**src/rtl/bomb_sequencer.sv**
```systemverilog
// Fuse/explosion sequencer for two bomb1 channels sharing one map RAM read port.
// A single scan engine walks centre/left/right/above/below for the granted channel.
module bomb_sequencer #(
    parameter int unsigned FUSE_FRAMES  = 120,
    parameter int unsigned BLAST_FRAMES = 30,
    parameter int unsigned MAP_W        = 20,
    parameter int unsigned MAP_H        = 15,
    parameter logic [3:0]  WALL_CODE    = 4'd1
) (
    input  logic       frame_clk,
    input  logic       Reset,
    input  logic       bomb_check0,
    input  logic       bomb_check1,
    input  logic [9:0] bombX0,
    input  logic [9:0] bombX1,
    input  logic [9:0] bombY0,
    input  logic [9:0] bombY1,
    input  logic [3:0] map_q,
    output logic [3:0] bomb_state0,
    output logic [3:0] bomb_state1,
    output logic [9:0] map_addr,
    output logic       map_rden,
    output logic [4:0] blast_mask0,
    output logic [4:0] blast_mask1,
    output logic       explode0,
    output logic       explode1
);

    localparam int unsigned CNT_MAX = (FUSE_FRAMES > BLAST_FRAMES) ? FUSE_FRAMES : BLAST_FRAMES;
    localparam int unsigned CW      = $clog2(CNT_MAX + 1);

    typedef enum logic [2:0] {
        S_IDLE, S_FUSE, S_SCAN_REQ, S_SCAN, S_EXPLODE, S_DONE
    } state_e;

    logic          check  [2];
    logic [4:0]    cx     [2];
    logic [4:0]    cy     [2];
    logic [9:0]    centre [2];
    logic [4:0]    blk    [2];

    state_e        state_q [2], state_d [2];
    logic [CW-1:0] cnt_q   [2], cnt_d   [2];
    logic [4:0]    mask_q  [2], mask_d  [2];
    logic          abort_q [2], abort_d [2];
    logic [3:0]    code_q  [2];
    logic          explode_q [2];

    logic       eng_active_q, eng_active_d;
    logic       eng_owner_q,  eng_owner_d;
    logic [2:0] eng_step_q,   eng_step_d;
    logic [9:0] eng_c_q,      eng_c_d;
    logic [4:0] eng_blk_q,    eng_blk_d;
    logic [3:1] eng_acc_q,    eng_acc_d;
    logic [9:0] addr_q,       addr_d;
    logic       rden_q,       rden_d;
    logic       ptr_q,        ptr_d;

    logic       req [2];
    logic       chain [2];
    logic       eng_free, grant_valid, grant_ch, scan_last, cap_bit;
    logic [2:0] slot;
    logic [4:0] final_mask;
    logic       unused_lsb;

    assign check[0] = bomb_check0;
    assign check[1] = bomb_check1;
    assign cx[0]    = bombX0[9:5];
    assign cx[1]    = bombX1[9:5];
    assign cy[0]    = bombY0[9:5];
    assign cy[1]    = bombY1[9:5];
    assign unused_lsb = ^{bombX0[4:0], bombX1[4:0], bombY0[4:0], bombY1[4:0]};

    function automatic logic [9:0] slot_addr(input logic [9:0] c, input logic [2:0] k);
        case (k)
            3'd1:    return c - 10'd1;
            3'd2:    return c + 10'd1;
            3'd3:    return c - 10'(MAP_W);
            3'd4:    return c + 10'(MAP_W);
            default: return c;
        endcase
    endfunction

    // Neighbour compares are done one bit wider so tile 0 never aliases the far edge.
    function automatic logic covers(input logic [4:0] m, input logic [4:0] ax, input logic [4:0] ay,
                                    input logic [4:0] bx, input logic [4:0] by);
        return (bx == ax && by == ay)
            || (m[1] && by == ay && 6'(bx) + 6'd1 == 6'(ax))
            || (m[2] && by == ay && 6'(bx) == 6'(ax) + 6'd1)
            || (m[3] && bx == ax && 6'(by) + 6'd1 == 6'(ay))
            || (m[4] && bx == ax && 6'(by) == 6'(ay) + 6'd1);
    endfunction

    function automatic logic [3:0] state_code(input state_e s);
        case (s)
            S_FUSE:               return 4'b0001;
            S_SCAN_REQ, S_SCAN:   return 4'b0010;
            S_EXPLODE:            return 4'b0011;
            S_DONE:               return 4'b1111;
            default:              return 4'b0000;
        endcase
    endfunction

    always_comb begin
        for (int unsigned i = 0; i < 2; i++) begin
            centre[i] = 10'(cy[i]) * 10'(MAP_W) + 10'(cx[i]);
            blk[i]    = {cy[i] == 5'(MAP_H - 1), cy[i] == 5'd0, cx[i] == 5'(MAP_W - 1), cx[i] == 5'd0, 1'b0};
            req[i]    = (state_q[i] == S_SCAN_REQ) && check[i];
        end
        chain[0] = (state_q[1] == S_EXPLODE) && covers(mask_q[1], cx[1], cy[1], cx[0], cy[0]);
        chain[1] = (state_q[0] == S_EXPLODE) && covers(mask_q[0], cx[0], cy[0], cx[1], cy[1]);

        // The port frees up during the owner's final capture cycle so the next scan starts back-to-back.
        scan_last   = eng_active_q && (eng_step_q == 3'd5);
        eng_free    = !eng_active_q || scan_last;
        grant_valid = eng_free && (req[0] || req[1]);
        grant_ch    = (req[0] && req[1]) ? ptr_q : req[1];

        slot       = eng_step_q - 3'd1;
        cap_bit    = (eng_step_q != 3'd0) && !eng_blk_q[slot] && (map_q != WALL_CODE);
        final_mask = {cap_bit, eng_acc_q, 1'b1};
    end

    always_comb begin
        for (int unsigned i = 0; i < 2; i++) begin
            state_d[i] = state_q[i];
            cnt_d[i]   = cnt_q[i];
            mask_d[i]  = mask_q[i];
            abort_d[i] = abort_q[i];
            case (state_q[i])
                S_IDLE: if (check[i]) begin
                    state_d[i] = S_FUSE;
                    cnt_d[i]   = CW'(FUSE_FRAMES - 1);
                end
                S_FUSE: begin
                    if (!check[i])                          state_d[i] = S_IDLE;
                    else if (cnt_q[i] == '0 || chain[i])    state_d[i] = S_SCAN_REQ;
                    else                                    cnt_d[i]   = cnt_q[i] - 1'b1;
                end
                S_SCAN_REQ: begin
                    if (!check[i]) state_d[i] = S_IDLE;
                    else if (grant_valid && grant_ch == 1'(i)) begin
                        state_d[i] = S_SCAN;
                        abort_d[i] = 1'b0;
                    end
                end
                S_SCAN: begin
                    if (!check[i]) abort_d[i] = 1'b1;
                    if (scan_last && eng_owner_q == 1'(i)) begin
                        if (abort_q[i] || !check[i]) state_d[i] = S_IDLE;
                        else begin
                            state_d[i] = S_EXPLODE;
                            cnt_d[i]   = CW'(BLAST_FRAMES - 1);
                            mask_d[i]  = final_mask;
                        end
                    end
                end
                S_EXPLODE: begin
                    if (cnt_q[i] == '0) begin
                        state_d[i] = S_DONE;
                        mask_d[i]  = '0;
                    end else begin
                        cnt_d[i] = cnt_q[i] - 1'b1;
                    end
                end
                S_DONE:  if (!check[i]) state_d[i] = S_IDLE;
                default: state_d[i] = S_IDLE;
            endcase
        end
    end

    always_comb begin
        eng_active_d = eng_active_q;
        eng_owner_d  = eng_owner_q;
        eng_step_d   = eng_step_q;
        eng_c_d      = eng_c_q;
        eng_blk_d    = eng_blk_q;
        eng_acc_d    = eng_acc_q;
        addr_d       = addr_q;
        rden_d       = 1'b0;
        ptr_d        = ptr_q;
        if (eng_active_q) begin
            if (eng_step_q != 3'd5) eng_step_d = eng_step_q + 3'd1;
            else                    eng_active_d = 1'b0;
            for (int unsigned k = 1; k < 4; k++)
                if (eng_step_q == 3'(k + 1)) eng_acc_d[k] = cap_bit;
            if (eng_step_q <= 3'd3 && !eng_blk_q[eng_step_q + 3'd1]) begin
                addr_d = slot_addr(eng_c_q, eng_step_q + 3'd1);
                rden_d = 1'b1;
            end
        end
        if (grant_valid) begin
            eng_active_d = 1'b1;
            eng_owner_d  = grant_ch;
            eng_step_d   = 3'd0;
            eng_c_d      = centre[grant_ch];
            eng_blk_d    = blk[grant_ch];
            eng_acc_d    = '0;
            addr_d       = centre[grant_ch];
            rden_d       = 1'b1;
            if (req[0] && req[1]) ptr_d = !ptr_q;
        end
    end

    always_ff @(posedge frame_clk) begin
        if (Reset) begin
            for (int unsigned i = 0; i < 2; i++) begin
                state_q[i]   <= S_IDLE;
                cnt_q[i]     <= '0;
                mask_q[i]    <= '0;
                abort_q[i]   <= 1'b0;
                code_q[i]    <= '0;
                explode_q[i] <= 1'b0;
            end
            eng_active_q <= 1'b0;
            eng_owner_q  <= 1'b0;
            eng_step_q   <= '0;
            eng_c_q      <= '0;
            eng_blk_q    <= '0;
            eng_acc_q    <= '0;
            addr_q       <= '0;
            rden_q       <= 1'b0;
            ptr_q        <= 1'b0;
        end else begin
            for (int unsigned i = 0; i < 2; i++) begin
                state_q[i]   <= state_d[i];
                cnt_q[i]     <= cnt_d[i];
                mask_q[i]    <= mask_d[i];
                abort_q[i]   <= abort_d[i];
                code_q[i]    <= state_code(state_d[i]);
                explode_q[i] <= (state_d[i] == S_EXPLODE);
            end
            eng_active_q <= eng_active_d;
            eng_owner_q  <= eng_owner_d;
            eng_step_q   <= eng_step_d;
            eng_c_q      <= eng_c_d;
            eng_blk_q    <= eng_blk_d;
            eng_acc_q    <= eng_acc_d;
            addr_q       <= addr_d;
            rden_q       <= rden_d;
            ptr_q        <= ptr_d;
        end
    end

    assign bomb_state0 = code_q[0];
    assign bomb_state1 = code_q[1];
    assign blast_mask0 = mask_q[0];
    assign blast_mask1 = mask_q[1];
    assign explode0    = explode_q[0];
    assign explode1    = explode_q[1];
    assign map_addr    = addr_q;
    assign map_rden    = rden_q;

endmodule

```
**config.mk**
```make
export PLATFORM = sky130hd
export DESIGN_NAME = bomb_sequencer
export DESIGN_NICKNAME = d
export VERILOG_FILES = /design/src/rtl/bomb_sequencer.sv
export SDC_FILE = /design/constraint.sdc
export NUM_CORES = 1
export LEC_CHECK = 0
export CORE_ASPECT_RATIO = 1.2
export CORE_MARGIN = 4
export CORE_UTILIZATION = 30
export CTS_BUF_LIST = sky130_fd_sc_hd__clkbuf_8
export CTS_CLUSTER_SIZE = 12
export DETAILED_ROUTE_END_ITERATION = 12
export PLACE_DENSITY_LB_ADDON = 0.05
export SYNTH_ARGS = -nofsm -noshare
export SYNTH_HDL_FRONTEND = slang
export SYNTH_SLANG_ARGS = --single-unit
```
**constraint.sdc**
```tcl
create_clock -name frame_clk -period 3.2 [get_ports frame_clk]
set_clock_uncertainty 0.15 [all_clocks]
set_input_delay 0.32 -clock frame_clk [delete_from_list [all_inputs] [get_ports frame_clk]]
set_output_delay 0.32 -clock frame_clk [all_outputs]
set_load 0.05 [all_outputs]
```
==> results.sh <==
export IMPL_cts_sinks=74
export IMPL_swShare_pct=31.4
export IMPL_grt_pass1_vias=5428
export IMPL_dieArea_um2=21000
export IMPL_ant_nets=0
export IMPL_p_seq_share_pct=40.9
export IMPL_seq_area_frac_synth_pct=26.3
export IMPL_tritoncts="yes"
export IMPL_coreArea_um2=18300
export IMPL_synthArstFlopShare_pct=0
export IMPL_critPathCaptureType="flop"
export IMPL_synth_cell_area_um2=5630
export IMPL_setup_viol=0
export IMPL_fmax_ghz=0.335
export IMPL_final_hold_viol_count=0
export IMPL_fin_area_um2=7340
export IMPL_synth_compound_area_share_pct=24.1
export IMPL_die_w_um=133
export IMPL_viasPerCell=4.94
export IMPL_gp_congestion=0.809
export IMPL_fillers=1901
export IMPL_grt_start_max_net_pins=29
export IMPL_syn_avg_cell_area_um2=7.85
export IMPL_final_cell_mix="buf_4 (93), dfxtp_1 (74), nor2_1 (68), a21oi_1 (63), nand2_1 (62)"
export IMPL_p_per_area_nw_per_um2=327
export IMPL_grt_pass1_wl_um=27600
export IMPL_vias=5473
export IMPL_synthAdderAreaFrac_pct=13.2
export IMPL_antenna_found_initial=0
export IMPL_yosys_area_share_simple_pct=21.9
export IMPL_clockRootBuffer="clkbuf_8"
export IMPL_clock_latency_ps=370
export IMPL_p_comb_share_pct=27.4
export IMPL_power_leakage_nw=3.02
export IMPL_timing_final_crit_share_pct=93.4
export IMPL_placed_cell_area_um2=7090
export IMPL_ys_ff_latch=74
export IMPL_cts_max_level=3
export IMPL_drt_iter0_drc=224
export IMPL_intPower_mw=1.65
export IMPL_io_buffers=58
export IMPL_drive_gt1_share_pct=15.4
export IMPL_track_usage_pct=16.2
export IMPL_path_class="primary input to flop"
export IMPL_period_needed_ps=2990
export IMPL_synth_top_area_share_pct=26.3
export IMPL_grt_ovfl_total=0
export IMPL_layoutNonFillerInstCount=1107
export IMPL_clkPwrFrac_pct=31.7
export IMPL_place_hpwl_um=13500
export IMPL_syn_num_nets=822
export IMPL_clockBufferDepth=2
export IMPL_power_switching_uw=756
export IMPL_wl_per_cell_um=15.2
export IMPL_synthXorXnorAreaFrac_pct=7.15
export IMPL_initial_utilization_pct=30.8
export IMPL_synth_edf_count=0
export IMPL_num_io_pins=79
export IMPL_firstDrtPassIters=5
export IMPL_r2r_setup_slack_ps=230
export IMPL_rows=54
export IMPL_route_detailed_drc=0
export IMPL_synth_area_leaders="dfxtp_1 (26%), ha_1 (11%), a21oi_1 (5.8%), nor2_1 (4.5%), nand2_1 (4.1%)"
export IMPL_finalNetCount=954
export IMPL_cp_data_arrival_time_ps=3140
export IMPL_total_power_mw=2.40
export IMPL_yosysWarnings=0
export IMPL_place_inst=1091
export IMPL_synth_area_leader_cell="dfxtp_1"
export IMPL_rsz0062_at_grt="false"
export IMPL_slew_headroom_pct=47.5
export IMPL_drv_cap=0
export IMPL_cp_data_required_time_ps=3350
export IMPL_synth_top_family_by_area="compound AO/OA/AOI/OAI gates"
export IMPL_die_h_um=158
export IMPL_ys_flop_type="dfxtp_1"
export IMPL_peakVddDrop_uv=160
export IMPL_outcome="finished clean"
export IMPL_area_growth_synth_to_final_pct=30.4
export IMPL_synthCells=718
export IMPL_wirelength_um=16800
export IMPL_start_kind="primary input"
export IMPL_tightest_slew_ps=787
export IMPL_synth_distinct_cells=73
export IMPL_cts_inserted_buffers=9
export IMPL_hp_class="primary input to flop"
export IMPL_layout_commonest_cell="buf_4"
export IMPL_synthMuxAreaShare_pct=1.64
export IMPL_maxSlewViolCount=0
export IMPL_setup_tns_ps=0
export IMPL_diodes=0
export IMPL_cp_max_fo=7
export IMPL_clkTransAtPathRegs_ps=90
-- final cells by class --
| cell class | instances | area [um2] | share of cell area, % |
|---|---|---|---|
| clock buffer | 10 | 138 | 1.87 |
| clock inverter | 6 | 65.1 | 0.886 |
| inverter | 48 | 180 | 2.45 |
| multi-input combinational | 565 | 3870 | 52.7 |
| sequential | 74 | 1480 | 20.2 |
| tap | 252 | 315 | 4.29 |
| timing repair buffer | 152 | 1300 | 17.6 |
-- through the flow --
stage / hold slack, ps / setup WS, ps / utilization (%)
after floorplan: 295 / 56.0 / -
after CTS: 285 / 11.5 / 39.9
after detailed placement: 310 / -282 / 38.7
final: 308 / 212 / 40.1
after global placement: 307 / -272 / 38.7
after global routing: 324 / 9.57 / 40.1
-- state kept, by name, summed over array words and instances, names as in the netlist, 2 cells and up --
signal      cells
state_q         6
eng_step_q      3
eng_acc_q       3
eng_blk_q       4
eng_c_q        10
code_q          6
explode_q       2
cnt_q          14
map_addr       10
mask_q         10
abort_q         2
-- synth_stat cells (13+ instances only) --
| cell type | n |
|---|---|
| nand3_1 | 32 |
| nor2_1 | 68 |
| nand2_1 | 62 |
| xor2_1 | 25 |
| nor3_1 | 13 |
| dfxtp_1 | 74 |
| ha_1 | 50 |
| a21oi_1 | 65 |
| clkbuf_1 | 21 |
| inv_1 | 47 |
| xnor2_1 | 21 |
| o21ai_0 | 34 |
-- worst max-delay path: stages --
cell and delay (ps):
clkdlybuf4s50_1 530, inv_1 90, ha_1 300, xor2_1 160
a2111oi_2 330, buf_4 180, a31oi_1 90, a221oi_2 310
buf_4 190, a31oi_2 120, buf_4 180, a41o_1 230
nor2_1 100
-- repair_timing --
item | in CTS | in global routing
hold buffers | 0 | 0
pin swaps | 0 | 3
setup buffers | 0 | 0
hold endpoints to repair | 0 | 0
endpoints found under the setup margin | 1 | 17
resized for setup | 1 | 15
-- logic make-up (layout without fill, tap and decap cells) --
family | after synthesis | count (layout)
adders and majority gates | 56 | 56
DFF | 74 | 74
xor gates and xnor gates | 46 | 46
buffers and inverters | 79 | 216
AOI/OAI and AO/OA | 206 | 206
and+or+nand+nor | 248 | 248
muxes | 9 | 9
-- routing by layer --
layer | up-vias | share of wire (%) | global-route usage (%) | wire, um
li1 | 2843 | - | - | -
met1 | 2523 | 48 | 21.0 | 8000
met2 | 90 | 48 | 28.0 | 8020
met3 | 17 | 2.7 | 2.32 | 459
met4 | 0 | 1.8 | 5.10 | 300
met5 | - | 0 | 0 | 0
-- power groups by stage --
stage / clock (mW) / combinational, mW / sequential, mW
global route: 0.822 / 0.736 / 0.988
finish: 0.763 / 0.658 / 0.982
detailed placement: 0 / 0.656 / 1.00
global placement: 0 / 0.649 / 1.00
floorplan: 0 / 0.374 / 1.02
CTS: 0.797 / 0.661 / 0.982
-- worst paths after layout --
check,start,endpoint,cells past startpoint
worst max-delay path,bombY1[6],cnt_q[0][9],13
worst min-delay path,Reset,map_addr[2],2
worst max register to register,eng_step_q[0],map_addr[8],13
worst min register to register,mask_q[0][0],mask_q[0][0],2
Note: power is estimated with default switching activity, not from simulation.
